[config.mk]
export PLATFORM = sky130hd
export DESIGN_NAME = sys_ctrl_burst
export DESIGN_NICKNAME = d
export VERILOG_FILES = /design/src/rtl/sys_ctrl_burst_pkg.sv /design/src/rtl/sys_ctrl_burst_tx_byte_ser.sv /design/src/rtl/sys_ctrl_burst.sv
export SDC_FILE = /design/constraint.sdc
export NUM_CORES = 1
export LEC_CHECK = 0
export ABC_AREA = 1
export CAP_MARGIN = 15
export CORE_UTILIZATION = 64
export DETAILED_ROUTE_END_ITERATION = 10
export DONT_BUFFER_PORTS = 1
export MAX_ROUTING_LAYER = met4
export PLACE_DENSITY = 0.85
export REMOVE_ABC_BUFFERS = 1
export SYNTH_ARGS = -nofsm -noshare
export SYNTH_HDL_FRONTEND = slang
export SYNTH_SLANG_ARGS = --single-unit
[constraint.sdc]
create_clock -name CLK -period 2.3 [get_ports CLK]
set_input_delay 0.575 -clock CLK [delete_from_list [all_inputs] [get_ports CLK]]
set_output_delay 0.575 -clock CLK [all_outputs]
set_load 0.05 [all_outputs]
[src/rtl/sys_ctrl_burst_pkg.sv]
// sys_ctrl_pkg: shared opcodes, FSM state encoding and sizing helpers
// for the burst-capable system controller.
package sys_ctrl_pkg;

  localparam logic [7:0] OP_WR     = 8'hAA;
  localparam logic [7:0] OP_RD     = 8'hBB;
  localparam logic [7:0] OP_ALU_OP = 8'hCC;
  localparam logic [7:0] OP_ALU    = 8'hDD;
  localparam logic [7:0] OP_BWR    = 8'hEE;
  localparam logic [7:0] OP_BRD    = 8'hEF;

  typedef enum logic [3:0] {
    IDLE,
    GET_ADDR,
    GET_CNT,
    GET_DATA,
    RF_WR,
    RF_RD,
    RD_WAIT,
    GET_A,
    GET_B,
    GET_FUN,
    ALU_RUN,
    ALU_WAIT,
    TX_SEND
  } state_t;

  function automatic int out_bytes(
    input int w,
    input int d
  );
    return (w + d - 1) / d;
  endfunction

  function automatic logic is_get(
    input state_t s
  );
    return s inside {GET_ADDR, GET_CNT,
                     GET_DATA, GET_A,
                     GET_B, GET_FUN};
  endfunction

endpackage

[src/rtl/sys_ctrl_burst_tx_byte_ser.sv]
// tx_byte_ser: shifts a loaded word out LSB byte first, one byte per
// cycle, stalling with the current byte held while the FIFO is full.
module tx_byte_ser #(
  parameter int DW = 8,
  parameter int NB = 2,
  parameter int CW = 2
) (
  input  logic            clk,
  input  logic            rst_n,
  input  logic            load,
  input  logic [NB*DW-1:0] word,
  input  logic [CW-1:0]   nbytes,
  input  logic            full,
  output logic [DW-1:0]   data,
  output logic            vld,
  output logic            last
);

  logic [NB*DW-1:0] sh_q;
  logic [CW-1:0]    left_q;

  assign vld  = (left_q != '0) && !full;
  assign last = vld && (left_q == CW'(1));
  assign data = sh_q[DW-1:0];

  always_ff @(posedge clk or negedge rst_n) begin
    if (!rst_n) begin
      sh_q   <= '0;
      left_q <= '0;
    end else if (load) begin
      sh_q   <= word;
      left_q <= nbytes;
    end else if (vld) begin
      sh_q   <= sh_q >> DW;
      left_q <= left_q - 1'b1;
    end
  end

endmodule

[src/rtl/sys_ctrl_burst.sv]
// sys_ctrl_burst: UART command decoder driving RF, ALU and TX FIFO.
// Optional inter-byte timeout abort: define CMD_TIMEOUT_EN.
import sys_ctrl_pkg::*;

module sys_ctrl_burst #(
  parameter int DATA_WIDTH  = 8,
  parameter int RF_ADDR     = 4,
  parameter int ALU_FUN_W   = 4,
  parameter int ALU_OUT_W   = 16,
  parameter int TIMEOUT_CYC = 1024
) (
  input  logic                  CLK,
  input  logic                  RST,
  input  logic [DATA_WIDTH-1:0] UART_RX_DATA,
  input  logic                  UART_RX_VLD,
  input  logic [DATA_WIDTH-1:0] RF_RdData,
  input  logic                  RF_RdData_VLD,
  input  logic [ALU_OUT_W-1:0]  ALU_OUT,
  input  logic                  ALU_OUT_VLD,
  input  logic                  FIFO_FULL,
  output logic                  RF_WrEn,
  output logic                  RF_RdEn,
  output logic [RF_ADDR-1:0]    RF_Address,
  output logic [DATA_WIDTH-1:0] RF_WrData,
  output logic                  ALU_EN,
  output logic [ALU_FUN_W-1:0]  ALU_FUN,
  output logic                  CLKG_EN,
  output logic                  CLKDIV_EN,
  output logic [DATA_WIDTH-1:0] UART_TX_DATA,
  output logic                  UART_TX_VLD,
  output logic                  CMD_ERR
);

  localparam int OB = out_bytes(ALU_OUT_W, DATA_WIDTH);
  localparam int WW = OB * DATA_WIDTH;
  localparam int CW = $clog2(OB + 1);

  state_t                state_q, st_d;
  logic [7:0]            opc_q, opc_d;
  logic [RF_ADDR-1:0]    addr_q, addr_d;
  logic [DATA_WIDTH-1:0] cnt_q, cnt_d;
  logic [DATA_WIDTH-1:0] data_q, data_d;
  logic [ALU_FUN_W-1:0]  fun_q, fun_d;
  logic                  err_q, err_d;
  logic                  div_q;
  logic                  ld, ser_last, tmo;
  logic [WW-1:0]         ld_word;
  logic [CW-1:0]         ld_n;
  logic [7:0]            rx_b;

  assign rx_b       = UART_RX_DATA[7:0];
  assign RF_Address = addr_q;
  assign RF_WrData  = data_q;
  assign ALU_FUN    = ALU_EN ? fun_q : '0;
  assign CLKDIV_EN  = div_q;
  assign CMD_ERR    = err_q;

`ifdef CMD_TIMEOUT_EN
  localparam int TW = $clog2(TIMEOUT_CYC + 1);
  logic [TW-1:0] tmo_q;

  always_ff @(posedge CLK or negedge RST) begin
    if (!RST)
      tmo_q <= '0;
    else if (!is_get(state_q) || UART_RX_VLD)
      tmo_q <= '0;
    else
      tmo_q <= tmo_q + 1'b1;
  end

  assign tmo = is_get(state_q) && !UART_RX_VLD &&
               (tmo_q == TW'(TIMEOUT_CYC - 1));
`else
  assign tmo = 1'b0 && (TIMEOUT_CYC > 0);
`endif

  always_ff @(posedge CLK or negedge RST) begin
    if (!RST) begin
      state_q <= IDLE;
      opc_q   <= '0;
      addr_q  <= '0;
      cnt_q   <= '0;
      data_q  <= '0;
      fun_q   <= '0;
      err_q   <= 1'b0;
      div_q   <= 1'b0;
    end else begin
      state_q <= st_d;
      opc_q   <= opc_d;
      addr_q  <= addr_d;
      cnt_q   <= cnt_d;
      data_q  <= data_d;
      fun_q   <= fun_d;
      err_q   <= err_d;
      div_q   <= 1'b1;
    end
  end

  always_comb begin
    st_d    = state_q;
    opc_d   = opc_q;
    addr_d  = addr_q;
    cnt_d   = cnt_q;
    data_d  = data_q;
    fun_d   = fun_q;
    err_d   = 1'b0;
    ld      = 1'b0;
    ld_word = '0;
    ld_n    = '0;
    RF_WrEn = 1'b0;
    RF_RdEn = 1'b0;
    ALU_EN  = 1'b0;
    CLKG_EN = 1'b0;
    unique case (state_q)
      IDLE: if (UART_RX_VLD) begin
        opc_d = rx_b;
        unique case (1'b1)
          (rx_b == OP_WR),
          (rx_b == OP_RD),
          (rx_b == OP_BWR),
          (rx_b == OP_BRD):    st_d = GET_ADDR;
          (rx_b == OP_ALU_OP): st_d = GET_A;
          (rx_b == OP_ALU):    st_d = GET_FUN;
          default:             err_d = 1'b1;
        endcase
      end
      GET_ADDR: if (UART_RX_VLD) begin
        addr_d = UART_RX_DATA[RF_ADDR-1:0];
        st_d   = (opc_q == OP_WR) ? GET_DATA :
                 (opc_q == OP_RD) ? RF_RD : GET_CNT;
      end
      GET_CNT: if (UART_RX_VLD) begin
        cnt_d = UART_RX_DATA;
        if (UART_RX_DATA == '0)
          st_d = IDLE;
        else
          st_d = (opc_q == OP_BWR) ? GET_DATA : RF_RD;
      end
      GET_DATA: if (UART_RX_VLD) begin
        data_d = UART_RX_DATA;
        st_d   = RF_WR;
      end
      GET_A: if (UART_RX_VLD) begin
        data_d = UART_RX_DATA;
        addr_d = '0;
        st_d   = RF_WR;
      end
      GET_B: if (UART_RX_VLD) begin
        data_d = UART_RX_DATA;
        addr_d = RF_ADDR'(1);
        st_d   = RF_WR;
      end
      RF_WR: begin
        RF_WrEn = 1'b1;
        unique case (1'b1)
          (opc_q == OP_ALU_OP):
            st_d = (addr_q == '0) ? GET_B : GET_FUN;
          (opc_q == OP_BWR): begin
            cnt_d  = cnt_q - 1'b1;
            addr_d = addr_q + 1'b1;
            st_d   = (cnt_q == DATA_WIDTH'(1)) ?
                     IDLE : GET_DATA;
          end
          default: st_d = IDLE;
        endcase
      end
      GET_FUN: if (UART_RX_VLD) begin
        fun_d = UART_RX_DATA[ALU_FUN_W-1:0];
        st_d  = ALU_RUN;
      end
      ALU_RUN: begin
        CLKG_EN = 1'b1;
        st_d    = ALU_WAIT;
      end
      ALU_WAIT: begin
        CLKG_EN = 1'b1;
        ALU_EN  = 1'b1;
        if (ALU_OUT_VLD) begin
          ld      = 1'b1;
          ld_word = WW'(ALU_OUT);
          ld_n    = CW'(OB);
          st_d    = TX_SEND;
        end
      end
      RF_RD: begin
        RF_RdEn = 1'b1;
        st_d    = RD_WAIT;
      end
      RD_WAIT: if (RF_RdData_VLD) begin
        ld      = 1'b1;
        ld_word = WW'(RF_RdData);
        ld_n    = CW'(1);
        st_d    = TX_SEND;
      end
      TX_SEND: if (ser_last) begin
        if (opc_q == OP_BRD &&
            cnt_q > DATA_WIDTH'(1)) begin
          cnt_d  = cnt_q - 1'b1;
          addr_d = addr_q + 1'b1;
          st_d   = RF_RD;
        end else begin
          st_d = IDLE;
        end
      end
      default: st_d = IDLE;
    endcase
    // abort leaves already committed burst writes in place
    if (tmo) begin
      st_d  = IDLE;
      err_d = 1'b1;
    end
  end

  tx_byte_ser #(
    .DW(DATA_WIDTH),
    .NB(OB),
    .CW(CW)
  ) u_ser (
    .clk   (CLK),
    .rst_n (RST),
    .load  (ld),
    .word  (ld_word),
    .nbytes(ld_n),
    .full  (FIFO_FULL),
    .data  (UART_TX_DATA),
    .vld   (UART_TX_VLD),
    .last  (ser_last)
  );

endmodule

=== Yosys cells after proc, flatten, opt, wreduce, memory -nomap -nowiden ===
Cells that the tools add are included.

* Flip-flop bits (word level): 56
* Input port bits: 38
* Output and inout bits: 31
* Logic and storage cells: 124

* $add $sub $neg: 3
* Magnitude comparators: 1
* Equality and inequality tests: 38
* Multiplexer cells: 51
* Reductions and logical operators: 21

{| class="wikitable"
|+ Operators by type and width
! operator !! number
|-
| 8-bit == test, second input constant || 11
|-
| 4-bit 2-to-1 mux || 15
|-
| 16-bit 2-to-1 mux || 3
|-
| 4-bit case mux with 11 select lines || 1
|-
| 8-bit 2-to-1 mux || 5
|-
| 16-bit case mux with 2 select lines || 1
|-
| 8-bit case mux with 3 select lines || 1
|-
| 2-bit inequality test, second input constant || 11
|-
| 4-bit == test, second input constant || 5
|-
| 4-bit case mux with 5 select lines || 1
|-
| 4-bit by 3-bit == test with 1-bit output, second input constant || 4
|-
| 3-bit 2-to-1 mux || 5
|-
| 4-bit case mux with 3 select lines || 1
|-
| 1-bit 2-to-1 mux || 11
|-
| 9-bit AND reduction || 1
|-
| 4-bit by 2-bit == test with 1-bit output, second input constant || 2
|-
| 8-bit by 1-bit == test with 1-bit output, second input constant || 1
|-
| 8-bit by 1-bit > comparator with 1-bit output, second input constant || 1
|-
| 4-bit logical NOT || 2
|-
| 8-bit logical NOT || 1
|-
| 2-bit 2-to-1 mux || 4
|-
| 4-bit case mux with 2 select lines || 1
|-
| 8-bit by 1-bit subtractor with 8-bit output, second input constant || 1
|-
| 7-bit AND reduction || 1
|-
| 19 further kinds || 24
|}

=== Longest topological paths before layout ===
Gate-level depths: netlist of the first run.

* Depth in word-level cells: 5
* Depth in mapped cells: 12
* Mapped depth without buffers: 11

=== By module ===
Synthesis of the first run repeated with hierarchy kept, for this count alone.

* Cell total of the unflattened synthesis: 548
* Area, all modules: 3689.8 um2

{| class="wikitable"
|+ Modules (own cells, without submodules)
! module !! instances !! cells an instance !! area an instance (um2) !! seq. area each (um2)
|-
| sys_ctrl_burst || 1 || 432 || 2772.7 || 950.9
|-
| tx_byte_ser || 1 || 116 || 917.1 || 450.4
|}

=== Worst setup path before layout of the first run ===
Ideal clock, no wire load.

* Kind: reg-to-output
* From: reg state_q[2]
* To: out ALU_FUN[0]
* Data arrival time: 1476 ps
* Required time: 1725 ps
* Path slack: 249 ps
* Cell stages (with the launch flop): 5
* Path buffers: 1
* Cell sequence: dfrtp_1 -> buf_4 -> nor2_2 -> nand2_1 -> nor2_1

* Cells in the longest elaborated chain, start to end: 3

{| class="wikitable"
|+ Ends and longest elaborated chain
! what !! RTL line !! source
|-
| start: declaration || sys_ctrl_burst.sv:38 || <nowiki>state_t state_q, st_d;</nowiki>
|-
| start signal: assignment || sys_ctrl_burst.sv:88 || <nowiki>state_q <= st_d;</nowiki>
|-
| 4-bit == test || sys_ctrl_burst.sv:114 || <nowiki>unique case (state_q)</nowiki>
|-
| 1-bit 2-to-1 mux || sys_ctrl_burst.sv:114 ||
|-
| 4-bit 2-to-1 mux || sys_ctrl_burst.sv:54 || <nowiki>assign ALU_FUN = ALU_EN ? fun_q : '0;</nowiki>
|-
| end: declaration || sys_ctrl_burst.sv:26 || <nowiki>output logic [ALU_FUN_W-1:0] ALU_FUN,</nowiki>
|}

Every way passes these cells.

=== Final worst setup path of the first run ===
* From: reg state_q[0]
* To: out RF_RdEn

* Cells in the longest elaborated chain, start to end: 2

{| class="wikitable"
|+ Ends and longest elaborated chain
! what !! RTL line !! source
|-
| 4-bit by 3-bit == test with 1-bit output || sys_ctrl_burst.sv:114 ||
|-
| 1-bit 2-to-1 mux || sys_ctrl_burst.sv:114 ||
|-
| end: declaration || sys_ctrl_burst.sv:22 || <nowiki>output logic RF_RdEn,</nowiki>
|}

Every way passes these cells.

==> results.tsv, run 1 <==
metric	value	unit
Routed Antenna Nets	0	
Crit Path Category	flop to primary output	
Via density	5.70	
Clk Latency, worst-skew pair	0.31	ns
transition time of the tightest slew-check pin	0.585	ns
largest cells by area after synthesis	dfrtp_1 39%, nand2_1 16%, inv_1 6.2%	
PortBufs	0	
syn avg cell area	7.02	µm²
Ant. Diodes	0	
CTS tree	done	
multiplexer share of the synthesized area	0	
initial DRC count	230	
Tcrit/Tclk final	0.966	
FF-to-FF Start	cnt_q[0]	
final hold violation count	0	
most common cell after layout, fill and taps aside	nand2_1	
Total GRT Usage	0.325	
CP Cell Sequence	inv_1 > nor2_1 > nand2_1 > inv_1	
H-tree Lvls	2	
post-CTS setup buffer count	0	
Total Die Area	0.00589	mm²
post-synth top area share	0.392	
Max stage delay on crit path	0.49	ns
Net count, final	551	
class of the worst hold path	input port to async pin	
fmax	0.450	GHz
vias after detailed routing	3295	
CP Max Fanout	6	
Worst EP arrival	1.65	ns
initial antenna violation count	0	
area delta synth->final	3.78	%
hpwl dp	6350	µm
clk root buf	clkbuf_8	
Layout Skew	0.00364	ns
final wirelength	8660	µm
number of global-route vias before repair	3117	
pin count of the biggest net entering global routing	57	
crit path to	RF_RdEn	
cell family with most CP delay	flip-flops	
Fill cells	458	
Placed Cells incl. Taps	569	
Reg2Reg Setup Slack	0.39	ns
crit path capture type	primary output	
ys flop type	dfrtp_1	
#FFs+latches synth	56	
non-filler cells, final	578	
CP startpoint	state_q[0]	
setup violators final	0	
most frequent cells in the layout	155 x nand2_1, 59 x inv_1, 55 x dfrtp_1	
first-pass GRT wire length	14600	µm
xor/xnor share of the synthesized area	0.00245	
CP required	1.73	ns
Num CTS Buffers	5	
most used cell, CP	inv_1	
post-synthesis sequential area ratio	0.392	
share of cells above drive strength 1	0.130	
clk sinks	56	
post-synthesis compound-gate area fraction	0.133	
WP depth	4	
main combinational cell family by area after synthesis	simple AND/OR/NAND/NOR gates	
Die Ht	76.7	µm
Cell Pwr Density	1370	mW/mm²
Yosys warnings	0	
Lkg Pwr	1.92	nW
worst vdd rail ir drop	955	µV
DRC Markers	0	
Adder-Cell Fraction of Synth Area	0.0210	
maxcap violations	0	
Slew HR	0.610	
Slowest-stage cell, CP	dfrtp_1	
RR Endpoint	cnt_q[0]	
Yosys cell types	32	
largest area contributor in the netlist	dfrtp_1	
status	complete, no violations	
Reg clk slew, reported paths	0.10	ns
row cnt	26	
Mapped Area	0.00357	mm²
crit start category	flop	
Initial Utilization	0.683	
simple-gate area share of the yosys netlist	0.334	
area of the core	0.00524	mm²
Worst R2R Path Depth	11	
grt ovf	0	
CP Buf/Inv Count	2	
fin. max-slew vios	0	
final RePlAce weighted congestion	0.938	
Wirelength per Cell	15.0	µm
Hold Worst Slack	0.106	ns
worst-case clock buffer depth	2	
post-route core utilization	0.708	
minimum clock period	2.22	ns
RSZ-0062 raised after global routing	yes	
io pins	69	
TritonRoute pass-1 iters	5	
Pwr Total	0.00508	W
cell count after synthesis	509	
share of synthesized flip-flops with an asynchronous set or reset	1.00	
die width	76.7	µm
Post-synth EDFFs	0	
==> metal layers <==
| metal | share of wire | track usage | vias to the layer above | wire [µm] |
|---|---|---|---|---|
| li1 | - | - | 1592 | - |
| met1 | 0.43 | 0.421 | 1541 | 3720 |
| met2 | 0.48 | 0.525 | 142 | 4200 |
| met3 | 0.058 | 0.0381 | 20 | 500 |
| met4 | 0.027 | 0.125 | 0 | 237 |
| met5 | 0 | - | - | 0 |
==> synthesized netlist by cell type (2+ instances only) <==
cell	number
a21oi_1	10
buf_2	4
buf_4	10
buf_6	2
clkbuf_1	2
dfrtp_1	56
ha_1	6
inv_1	59
inv_2	10
nand2_1	155
nand2_2	11
nand2_4	2
nand3_1	38
nand4_1	6
nor2_1	53
nor2_2	7
o21ai_0	32
o21ai_1	21
o21ai_2	7
o22ai_2	6
==> per-stage QoR <==
step / TNS, ns / instance area [µm²] / worst slack [ns]
2_1_floorplan: 0 / 3430 / 0.210
3_3_place_gp: 0 / 3580 / 0.465
3_5_place_dp: 0 / 3580 / 0.362
4_1_cts: 0 / 3710 / 0.0173
5_1_grt: -0.0373 / 3710 / -0.0180
6_report: 0 / 3710 / 0.0776
==> what timing repair did <==
item | 4_1_cts | 5_1_grt
hold endpoints to repair | 56 | 0
setup endpoints to repair | 0 | 5
resized for setup | 0 | 1
hold buffers | 1 | 0
==> how the worst min path moves through the flow <==
| stage | end | cells after the start | start |
|---|---|---|---|
| floorplan | CLKDIV_EN | 0 | RST |
| global placement | fun_q[1] | 0 | RST |
| detailed placement | fun_q[1] | 0 | RST |
| CTS | fun_q[1] | 1 | RST |
| global route | fun_q[2] | 1 | RST |
| finish | fun_q[2] | 1 | RST |
==> flip-flops by register name (all words and copies together) (netlist names) <==
name,flops
CLKDIV_EN,1
CMD_ERR,1
RF_Address,4
RF_WrData,8
cnt_q,8
fun_q,4
opc_q,8
state_q,4
u_ser.left_q,2
u_ser.sh_q,16
==> layout make-up <==
type	instances	area, µm²	share of cell area
Multi-Input combinational cell	363	1760	0.474
Sequential cell	56	1400	0.378
Inverter	71	272	0.0732
Timing Repair Buffer	10	95.1	0.0256
Tap cell	70	87.6	0.0236
Clock buffer	6	82.6	0.0223
Clock inverter	2	13.8	0.00371
==> worst reg2reg max path: cells and delay by family, from the launching register on <==
| kind | cells | cell delay, ns |
|---|---|---|
| DFF | 1 | 0.41 |
| and+or+nand+nor | 6 | 0.75 |
| AOI/OAI and AO/OA | 1 | 0.06 |
| adders and majority gates | 1 | 0.24 |
| buffers and inverters | 3 | 0.35 |
==> report_power, final <==
group	total, W	internal (W)	switching, W
sequential	0.00220	0.00136	0.000844
combinational	0.00230	0.000735	0.00157
clock	0.000574	0.000247	0.000327
==> kinds of logic (layout without fill, tap and decap cells) <==
family,after synthesis,count (layout)
AOI/OAI and AO/OA,79,79
xor gates and xnor gates,1,1
adders and majority gates,6,6
buffers and inverters,90,89
DFF,56,56
other,1,1
and+or+nand+nor,276,276
Power figures use the tool's default switching activity.
==> inputs of run 2 (changes only) <==
--- a/config.mk
+++ b/config.mk
@@ -10,6 +10,7 @@
 export CORE_UTILIZATION = 64
 export DETAILED_ROUTE_END_ITERATION = 10
 export DONT_BUFFER_PORTS = 1
+export GPL_ROUTABILITY_DRIVEN = 0
 export MAX_ROUTING_LAYER = met4
 export PLACE_DENSITY = 0.85
 export REMOVE_ABC_BUFFERS = 1
==> run 2 against run 1 <==
Compared with the run above:
- sequential share of layout area about the same
- worst hold slack better by 0.0039 ns
- first-iteration DRC count up 27%
- combinational power down 2%
- critical path depth up 1
- register-to-register slack about the same
- fmax up 1.5%
- routed wire length down 3.7%
- utilization about the same
- clock skew up 0.0033 ns
- die area unchanged
- critical endpoint is now ALU_FUN[3]
- largest cell class unchanged
- highest routed layer unchanged
==> results.tsv, run 2 (synthesis results as in run 1) <==
metric	value	unit
Crit Path Category	flop to primary output	
TritonRoute pass-1 iters	5	
post-CTS setup buffer count	0	
share of cells above drive strength 1	0.134	
Lkg Pwr	1.90	nW
minimum clock period	2.19	ns
transition time of the tightest slew-check pin	0.576	ns
Reg clk slew, reported paths	0.10	ns
Initial Utilization	0.683	
setup violators final	0	
DRC Markers	0	
final hold violation count	0	
Reg2Reg Setup Slack	0.38	ns
Max stage delay on crit path	0.48	ns
crit path capture type	primary output	
Tcrit/Tclk final	0.952	
CP Max Fanout	8	
Layout Skew	0.00698	ns
placed cell area	0.00358	mm²
cell family with most CP delay	simple AND/OR/NAND/NOR gates	
Net count, final	550	
io pins	69	
clk root buf	clkbuf_8	
PortBufs	0	
RR Endpoint	RF_Address[0]	
worst-case clock buffer depth	2	
Largest Register	u_ser.sh_q	
die width	76.7	µm
most common cell after layout, fill and taps aside	nand2_1	
CP Cell Sequence	inv_2 > nor2_2 > nand2_1 > nor2_1 > buf_4	
class of the worst hold path	input port to async pin	
Num CTS Buffers	5	
Cell Pwr Density	1360	mW/mm²
Hold Worst Slack	0.110	ns
crit start category	flop	
CP required	1.73	ns
fin. max-slew vios	0	
fmax	0.457	GHz
H-tree Lvls	2	
Setup TNS Final	0	ns
Slowest-stage cell, CP	dfrtp_2	
Worst EP arrival	1.61	ns
first-pass GRT wire length	13800	µm
hpwl dp	6230	µm
Slew HR	0.616	
number of global-route vias before repair	3031	
vias after detailed routing	3283	
final wirelength	8350	µm
CTS tree	done	
Ant. Diodes	0	
row cnt	26	
Fill cells	456	
area of the core	0.00524	mm²
Worst R2R Path Depth	9	
initial antenna violation count	0	
post-route design area	0.00371	mm²
Clk Latency, worst-skew pair	0.32	ns
RSZ-0062 raised after global routing	no	
Routed Antenna Nets	0	
worst vdd rail ir drop	822	µV
pin count of the biggest net entering global routing	57	
post-route core utilization	0.709	
Die Ht	76.7	µm
clk sinks	56	
FF-to-FF Start	state_q[2]	
most frequent cells in the layout	155 x nand2_1, 57 x inv_1, 55 x dfrtp_1	
Total Die Area	0.00589	mm²
grt ovf	0	
status	complete, no violations	
CP Buf/Inv Count	2	
Wirelength per Cell	14.5	µm
initial DRC count	291	
maxcap violations	0	
max reg flops	16	
area delta synth->final	3.82	%
Via density	5.69	
Total GRT Usage	0.307	
## run 2: where the power goes
group	internal, W	switching, W	total (W)
Sequential	0.00136	0.000878	0.00223
Clock	0.000225	0.000340	0.000564
Combinational	0.000731	0.00151	0.00225
Total	0.00231	0.00273	0.00504
## run 2: worst register-to-register path, cell delays in order, from the launching register on
cell        delay [ns]
dfrtp_1           0.49
inv_2             0.12
nor2_2            0.06
nand2_1           0.17
clkinvlp_4        0.32
nand2_1           0.17
nand4_1           0.10
nor2_1            0.28
nand2_1           0.08
nand2_1           0.08
## run 2: what timing repair did
action	4_1_cts	5_1_grt
hold buffers	1	0
setup endpoints to repair	0	6
hold endpoints to repair	56	0
resized for setup	0	4
## run 2: how the worst max path moves through the flow
stage                          start         end  slack, ns  depth (start not counted)
after global placement    state_q[0]     RF_RdEn       0.50                          4
final                     state_q[3]  ALU_FUN[3]       0.11                          5
after floorplan           state_q[3]  ALU_FUN[0]       0.21                          4
after CTS                 state_q[3]  ALU_FUN[3]       0.04                          5
after global routing      state_q[0]  ALU_FUN[1]      0.004                          5
after detailed placement  state_q[3]  ALU_FUN[3]       0.39                          5
## run 2: stage by stage
| step | instances | setup slack (ns) | total power (W) |
|---|---|---|---|
| 4_1_cts | 577 | 0.0427 | 0.00501 |
| 6_report | 577 | 0.111 | 0.00504 |
| 5_1_grt | 577 | 0.00394 | 0.00542 |
| 3_5_place_dp | 568 | 0.394 | 0.00442 |
| 2_1_floorplan | 490 | 0.210 | 0.00391 |
| 3_3_place_gp | 568 | 0.500 | 0.00432 |
## run 2: final cells by class
| cell class | instances | area, µm² | area share |
|---|---|---|---|
| Multi-Input combinational cell | 363 | 1760 | 0.474 |
| Sequential cell | 56 | 1400 | 0.378 |
| Inverter | 71 | 279 | 0.0752 |
| Timing Repair Buffer | 9 | 87.6 | 0.0236 |
| Tap cell | 70 | 87.6 | 0.0236 |
| Clock buffer | 5 | 68.8 | 0.0185 |
| Clock inverter | 3 | 26.3 | 0.00708 |
## run 2: per-layer routing
layer | GRT usage | wire [µm]
met2 | 0.488 | 4020
met3 | 0.0512 | 561
met5 | - | 0
met4 | 0.113 | 157
met1 | 0.395 | 3610
==> inputs of run 3 (changes only) <==
--- a/config.mk
+++ b/config.mk
@@ -8,6 +8,7 @@
 export ABC_AREA = 1
 export CAP_MARGIN = 15
 export CORE_UTILIZATION = 64
+export CTS_CLUSTER_DIAMETER = 60
 export DETAILED_ROUTE_END_ITERATION = 10
 export DONT_BUFFER_PORTS = 1
 export GPL_ROUTABILITY_DRIVEN = 0
==> results of run 3 <==
Final layout, timing and power as in run 2 (identical DEF).
